`config.mk`:
```
export PLATFORM = sky130hd
export DESIGN_NAME = circ_queue
export DESIGN_NICKNAME = d
export VERILOG_FILES = /design/src/rtl/queue_pkg.sv /design/src/rtl/queue_ptr.sv /design/src/rtl/circ_queue.sv
export SDC_FILE = /design/constraint.sdc
export NUM_CORES = 1
export LEC_CHECK = 0
export BUFFER_PORTS_ARGS = -buffer_cell sky130_fd_sc_hd__buf_2
export CORE_ASPECT_RATIO = 2
export CORE_UTILIZATION = 50
export DETAILED_ROUTE_END_ITERATION = 8
export GPL_ROUTABILITY_DRIVEN = 0
export GPL_TIMING_DRIVEN = 0
export PLACE_DENSITY = 0.79
export SYNTH_ARGS = -nofsm -noshare
export SYNTH_HDL_FRONTEND = slang
export SYNTH_SLANG_ARGS = --single-unit
```
`constraint.sdc`:
```
create_clock -name clk_in -period 5 [get_ports clk_in]
set_clock_uncertainty 0.2 [all_clocks]
set_input_delay 1 -clock clk_in [delete_from_list [all_inputs] [get_ports clk_in]]
set_output_delay 1 -clock clk_in [all_outputs]
set_load 0.05 [all_outputs]
```
`src/rtl/queue_pkg.sv`:
```
// Shared sizing helpers and the mod-depth pointer distance used by circular queues and tag consumers.
package queue_pkg;

  localparam int unsigned MAX_ADDR_WIDTH = 16;

  function automatic int unsigned depth_of(input int unsigned aw);
    return 32'd1 << aw;
  endfunction

  function automatic int unsigned cnt_width(input int unsigned aw);
    return aw + 32'd1;
  endfunction

  // Distance from from_ptr forward to to_ptr, modulo 2**aw.
  function automatic logic [MAX_ADDR_WIDTH-1:0] ptr_dist(input logic [MAX_ADDR_WIDTH-1:0] from_ptr,
                                                         input logic [MAX_ADDR_WIDTH-1:0] to_ptr,
                                                         input int unsigned aw);
    logic [MAX_ADDR_WIDTH-1:0] mask;
    mask = MAX_ADDR_WIDTH'((32'd1 << aw) - 32'd1);
    return (to_ptr - from_ptr) & mask;
  endfunction

endpackage

```
`src/rtl/queue_ptr.sv`:
```
// Wrapping pointer register: clear beats load beats increment, all gated by the global enable.
module queue_ptr #(
  parameter int unsigned ADDR_WIDTH = 2
) (
  input  logic                  clk_in,
  input  logic                  rst_in,
  input  logic                  en,
  input  logic                  clr,
  input  logic                  ld,
  input  logic [ADDR_WIDTH-1:0] ld_val,
  input  logic                  inc,
  output logic [ADDR_WIDTH-1:0] ptr
);

  always_ff @(posedge clk_in or posedge rst_in) begin
    if (rst_in) begin
      ptr <= '0;
    end else if (en) begin
      if (clr)      ptr <= '0;
      else if (ld)  ptr <= ld_val;
      else if (inc) ptr <= ptr + ADDR_WIDTH'(1);
    end
  end

endmodule

```
`src/rtl/circ_queue.sv`:
```
// Clocked circular FIFO with random-access slot read/write, flush and optional tail rollback.
// Define CIRC_QUEUE_TRUNCATE_EN to build the trunc_en/trunc_tail rollback path.
module circ_queue
  import queue_pkg::*;
#(
  parameter int unsigned ADDR_WIDTH = 2,
  parameter int unsigned DATA_WIDTH = 32
) (
  input  logic                    clk_in,
  input  logic                    rst_in,
  input  logic                    rdy_in,
  input  logic                    push,
  input  logic [DATA_WIDTH-1:0]   push_data,
  input  logic                    pop,
  input  logic                    clear,
  input  logic                    wr_en,
  input  logic [ADDR_WIDTH-1:0]   wr_idx,
  input  logic [DATA_WIDTH-1:0]   wr_data,
  input  logic [ADDR_WIDTH-1:0]   rd_idx,
  input  logic                    trunc_en,
  input  logic [ADDR_WIDTH-1:0]   trunc_tail,
  output logic [DATA_WIDTH-1:0]   rd_data,
  output logic [DATA_WIDTH-1:0]   head_data,
  output logic [ADDR_WIDTH-1:0]   head_idx,
  output logic [ADDR_WIDTH-1:0]   tail_idx,
  output logic [ADDR_WIDTH:0]     count,
  output logic                    full,
  output logic                    empty
);

  localparam int unsigned DEPTH = depth_of(ADDR_WIDTH);
  localparam int unsigned CNT_W = cnt_width(ADDR_WIDTH);

  logic [DATA_WIDTH-1:0] mem [DEPTH];
  logic [CNT_W-1:0]      count_q;
  logic [CNT_W-1:0]      count_nxt;
  logic                  push_ok;
  logic                  pop_ok;
  logic                  push_acc;
  logic                  pop_acc;
  logic                  tail_ld;
  logic [ADDR_WIDTH-1:0] tail_ld_val;

`ifdef CIRC_QUEUE_TRUNCATE_EN
  logic                  trunc_go;
  logic [ADDR_WIDTH-1:0] head_next;
  logic [CNT_W-1:0]      count_trunc;

  // Rollback count is measured from the head as it will stand after this edge's pop.
  always_comb begin
    trunc_go    = trunc_en && !clear;
    head_next   = head_idx + ADDR_WIDTH'(pop_ok);
    count_trunc = CNT_W'(ptr_dist(MAX_ADDR_WIDTH'(head_next), MAX_ADDR_WIDTH'(trunc_tail), ADDR_WIDTH));
    tail_ld     = trunc_go;
    tail_ld_val = trunc_tail;
  end
`else
  logic unused_trunc;
  assign unused_trunc = ^{trunc_en, trunc_tail};
  assign tail_ld      = 1'b0;
  assign tail_ld_val  = '0;
`endif

  // Accept logic: a full queue still takes a push paired with a pop.
  always_comb begin
    push_ok  = push && (!full || pop);
    pop_ok   = pop && !empty;
    push_acc = push_ok && !clear && !tail_ld;
    pop_acc  = pop_ok && !clear;
    count_nxt = count_q;
    if (clear) begin
      count_nxt = '0;
`ifdef CIRC_QUEUE_TRUNCATE_EN
    end else if (trunc_go) begin
      count_nxt = count_trunc;
`endif
    end else begin
      count_nxt = count_q + CNT_W'(push_acc) - CNT_W'(pop_acc);
    end
  end

  queue_ptr #(.ADDR_WIDTH(ADDR_WIDTH)) u_head (
    .clk_in (clk_in),
    .rst_in (rst_in),
    .en     (rdy_in),
    .clr    (clear),
    .ld     (1'b0),
    .ld_val ('0),
    .inc    (pop_acc),
    .ptr    (head_idx)
  );

  queue_ptr #(.ADDR_WIDTH(ADDR_WIDTH)) u_tail (
    .clk_in (clk_in),
    .rst_in (rst_in),
    .en     (rdy_in),
    .clr    (clear),
    .ld     (tail_ld),
    .ld_val (tail_ld_val),
    .inc    (push_acc),
    .ptr    (tail_idx)
  );

  always_ff @(posedge clk_in or posedge rst_in) begin
    if (rst_in)      count_q <= '0;
    else if (rdy_in) count_q <= count_nxt;
  end

  // Storage has no reset; a push to the same slot as a random write wins by ordering.
  always_ff @(posedge clk_in) begin
    if (rdy_in && !rst_in) begin
      if (wr_en)    mem[wr_idx]   <= wr_data;
      if (push_acc) mem[tail_idx] <= push_data;
    end
  end

  assign rd_data   = mem[rd_idx];
  assign head_data = mem[head_idx];
  assign count     = count_q;
  assign full      = (count_q == CNT_W'(DEPTH));
  assign empty     = (count_q == '0);

endmodule

```
; Yosys cells after proc, flatten, opt, wreduce, memory -nomap -nowiden
; Memory sizes are Yosys's and may differ from the RTL's.
; Cells that the tools add are included.
[op_classes]
n_reduce_logical = 15
n_eq_ne = 1
muxes = 11
add_sub_neg = 4
[ops]
columns = cell, count
row1 = $mux W2, 4
row2 = $mux W1, 6
row3 = $logic_and A1 B1 Y1, 5
row4 = $add A2 B1 Y2 const B, 2
row5 = $logic_not A1 Y1, 4
row6 = $reduce_and A2 Y1, 2
row7 = $reduce_bool A2 Y1, 2
row8 = $add A3 B1 Y3, 1
row9 = $eq A3 B3 Y1 const B, 1
row10 = $logic_not A3 Y1, 1
row11 = $mux W3, 1
row12 = $sub A3 B1 Y3, 1
row13 = $logic_or A1 B1 Y1, 1
[totals]
in_bits = 78
output_inout_bits = 73
ramBits = 128
mem_count = 1
regBits = 7
[memory_table]
columns = memory, depth, word_bits, rd, rd_clocked_by_memory_dff, write_ports, line
row1 = mem, 4, 32, 2, 0, 2, circ_queue.sv:34  ; logic [DATA_WIDTH-1:0] mem [DEPTH];

; Depth between registers and ports, before layout
[depth]
word_depth = 8
ltp_mapped = 12

; Hierarchy
; Synthesis repeated with hierarchy kept, for this count alone.
[hier_totals]
hier_cells = 422
hier_area_um2 = 7631.1
[modules_own_cells]
columns = mod, seq_area_each_um2, cells_per_inst, n_inst, area_each_um2
row1 = circ_queue, 3918.8, 388, 1, 7345.8
row2 = queue_ptr, 50.0, 17, 2, 142.6

; Worst setup path after synthesis
; Ideal clock, no wire load.
[synth_path]
path_kind = input to register
startpoint = in rdy_in
endpoint = mem mem[1][0], enable pin
setup_ns = 0.466
slack_ns = 0.574
cell_stages = 4
t_required_ns = 4.334
arrival_ns = 3.760
path_cell_list = clkbuf_1 > and3b_1 > nand2b_1 > o21ai_0
[synth_rtl]
columns = item, line
row1 = from (decl), circ_queue.sv:11  ; input logic rdy_in,
row2 = to (decl), circ_queue.sv:34

; Worst setup path after layout
[layout_path]
startpoint = in rd_idx[0]
endpoint = out rd_data[28]
[layout_via]
elab_chain_len = 1
[layout_lines]
columns = item, line
row1 = from (decl), circ_queue.sv:19  ; input logic [ADDR_WIDTH-1:0] rd_idx,
row2 = $mem_v2 Z4 W32, --
row3 = to (decl), circ_queue.sv:22  ; output logic [DATA_WIDTH-1:0] rd_data,
; Every way passes these cells.

==> run_results.csv <==
group,metric,value,unit
power_and_ir_drop,finalPower,3890,uW
critical_path,crit_top_cell,"buf_2",
route,first_iter_violations,228,
floorplan,dieWidth,92.0,um
logic_synthesis,synth_flop_cell,"edfxtp_1",
power_and_ir_drop,swShare,32.2,%
sta,fmax,270,MHz
global_route,grt_pass1_vias,5069,
logic_synthesis,yosys_warnings,0,
logic_synthesis,synth-seq-cells,135,
sta,report.final.setup_viol,0,
clocking,cts_max_level,4,
critical_path,path_class,"in -> out",
route,ant_nets,0,
route,via_per_inst,5.86,
clocking,clock_latency,0.42,ns
finish,syn_to_final_growth,21.9,%
critical_path,cp_slowest_cell,"mux4_2",
placement,port_buffers,146,
sta,rsz0062_at_grt,"false",
global_route,grt_pass1_wl,28.2,mm
route,wl,18.6,mm
power_and_ir_drop,p_comb_share,29.9,%
global_route,grt_antenna_before_repair,3,
logic_synthesis,synth_edf_count,128,
logic_synthesis,syn-num-nets,499,
logic_synthesis,syn_inst,414,
logic_synthesis,ys_top_cells_by_area,"edfxtp_1 47%, mux2_4 21%, mux4_2 18%, buf_12 3.0%, dfrtp_1 2.2%",
global_route,grtUsageTotal,23.6,%
floorplan,rows,65,
critical_path,endpoint_kind,"primary output",
route,wl_per_cell,23.3,um
placement,dp_hpwl,13.4,mm
clocking,cts_tree,"done",
finish,drive_gt1_share,67.4,%
critical_path,reg2reg_from,"count[1]",
route,drc,0,
critical_path,crit_path_start_kind,"input port",
sta,tightest_slew,0.752,ns
floorplan,dieHeight,182,um
logic_synthesis,yosysTopAreaCell,"edfxtp_1",
clocking,cts_buffer_depth,2,
logic_synthesis,synth_top_cells_by_count,"128 x edfxtp_1, 116 x mux2_4, 64 x mux4_2",
sta,fin_crit,3.70,ns
clocking,root_buffer,"clkbuf_16",
logic_synthesis,synth_area,8100,um^2
critical_path,crit_chain,"clkbuf_1 -> buf_2 -> mux4_2 -> buf_2",
floorplan,initial_core_util,51.3,%
logic_synthesis,syn_avg_cell_area,19.6,um^2
sta,maxSlewViolCount,0,
clocking,cts_sinks,135,
clocking,post_cts_resized,0,
logic_synthesis,yosysUniqueCellTypes,34,
global_route,grt_start_max_net_pins,22,
sta,finalCritPeriodShare,74.0,%
sta,finalHoldViolCount,0,
power_and_ir_drop,p_leak,0.00410,uW
critical_path,rrSetupSlack,1.74,ns
floorplan,ioPinCount,151,
logic_synthesis,ys_seq_area_share,49.6,%
logic_synthesis,synth_top_area_share,47.4,%
sta,whs,0.319,ns
outcome,status,"finished clean",
power_and_ir_drop,ir_drop,335,uV
hold_path,hp-class,"in -> async",
clocking,clk_pin_slew,0.06,ns
global_route,grt_overflow,0,
floorplan,die_area,16700,um^2
clocking,postCtsSetupBuffers,0,
clocking,cts_buffers,17,
critical_path,cp-startpoint,"rd_idx[0]",
clocking,cts_hold_buf,0,
route,vias,4681,
logic_synthesis,synth_most_common_cell,"edfxtp_1",
floorplan,core,15800,um^2
finish,fin_nets,668,
power_and_ir_drop,sequentialPowerShare,34.1,%
power_and_ir_drop,power.share.clock,36.0,%
critical_path,crit_arrival,2.50,ns
power_and_ir_drop,p_int,2640,uW
route,firstDrtPassIters,4,
power_and_ir_drop,p_sw,1260,uW
power_and_ir_drop,p_per_area,394,nW/um^2
job,drv_cap,0,
critical_path,max_stage_delay,0.58,ns
critical_path,cp.required,3.80,ns
critical_path,cp_max_fo,10,
logic_synthesis,async_flop_share,5.19,%
sta,max-slew-margin-rel,49.8,%
-- cell usage in the layout (no fill, tap or decap), types with 2 or more instances in the layout --
cell type,instances
diode_2,3
o311ai_1,2
nand2b_1,4
dfrtp_1,7
buf_2,153
nor2_1,3
o21ai_0,3
mux2_4,116
clkbuf_1,9
nand2_1,3
inv_1,9
buf_12,16
buf_1,2
bufinv_16,6
edfxtp_1,128
nand4_1,2
nor2b_1,2
o31ai_1,2
clkinv_4,4
o21ai_4,4
clkbuf_16,17
a22o_1,2
mux2_2,12
ha_1,6
nand3_4,4
mux4_2,64
-- cells by family (layout without fill, tap and decap cells) --
family / after synthesis / in the layout / share of synthesized area, %
adder cells (fa/ha/maj): 7 / 7 / 1.17
AND/OR/NAND/NOR: 24 / 24 / 2.35
multiplexers: 192 / 192 / 41.0
other: 0 / 3 / 0
XOR/XNOR: 1 / 1 / 0.108
buffers and inverters: 39 / 220 / 4.46
flip-flops: 135 / 135 / 49.6
AO/OA/AOI/OAI: 16 / 16 / 1.34
-- registers in the layout, indices dropped and copies added, names as in the netlist --
signal and cells:
u_tail.ptr 2, u_head.ptr 2, count 3, mem 128
-- power by group through the flow --
stage	Combinational (uW)	Sequential [uW]	Clock, uW
final	1160	1330	1400
after global routing	1220	1340	1460
after CTS	1170	1330	1420
after detailed placement	1170	1350	0
after global placement	1140	1350	0
after floorplan	844	1400	0
-- through the flow --
| step | TNS [ns] | utilization (%) | instances | instance area (um^2) | worst slack, ns |
|---|---|---|---|---|---|
| after floorplan | 0 | - | 414 | 8100 | 0.574 |
| after global placement | -222.34 | 57.6 | 761 | 9080 | -1.76 |
| after detailed placement | 0 | 58.4 | 765 | 9210 | 1.16 |
| after CTS | 0 | 62.5 | 796 | 9870 | 1.26 |
| after global routing | 0 | 62.6 | 799 | 9880 | 1.16 |
| final | 0 | 62.6 | 799 | 9880 | 1.30 |
-- worst max-delay path: cells and delay by family --
family	cells	cell delay (ns)
buf+inv	3	0.91
mux	1	0.58
-- area by class of cell --
type / count / area (um^2)
Sequential cell: 135 / 4020
Clock inverter: 12 / 226
Fill cell: 1129 / 5900
Buffer: 30 / 328
Inverter: 9 / 33.8
Multi-Input combinational cell: 240 / 3770
Antenna cell: 3 / 7.51
Clock buffer: 19 / 433
Timing Repair Buffer: 150 / 811
Tap cell: 201 / 251
-- metal layers --
metal | track usage, % | routed length [um] | part of all wire [%]
met4 | 12.8 | 655 | 3.5
met5 | 0 | 0 | 0
met2 | 44.5 | 11000 | 59
met3 | 4.48 | 760 | 4.1
met1 | 23.8 | 6250 | 34
-- worst paths after layout --
path                                       to  cells past startpoint
max in group asynchronous       u_tail.ptr[0]                      2
worst max-delay path              rd_data[28]                      4
worst max register to register       count[2]                     12
worst min-delay path                 count[2]                      2
min in group clk_in             u_tail.ptr[1]                      2
worst min register to register  u_tail.ptr[1]                      2
Note: power is estimated with default switching activity, not from simulation.
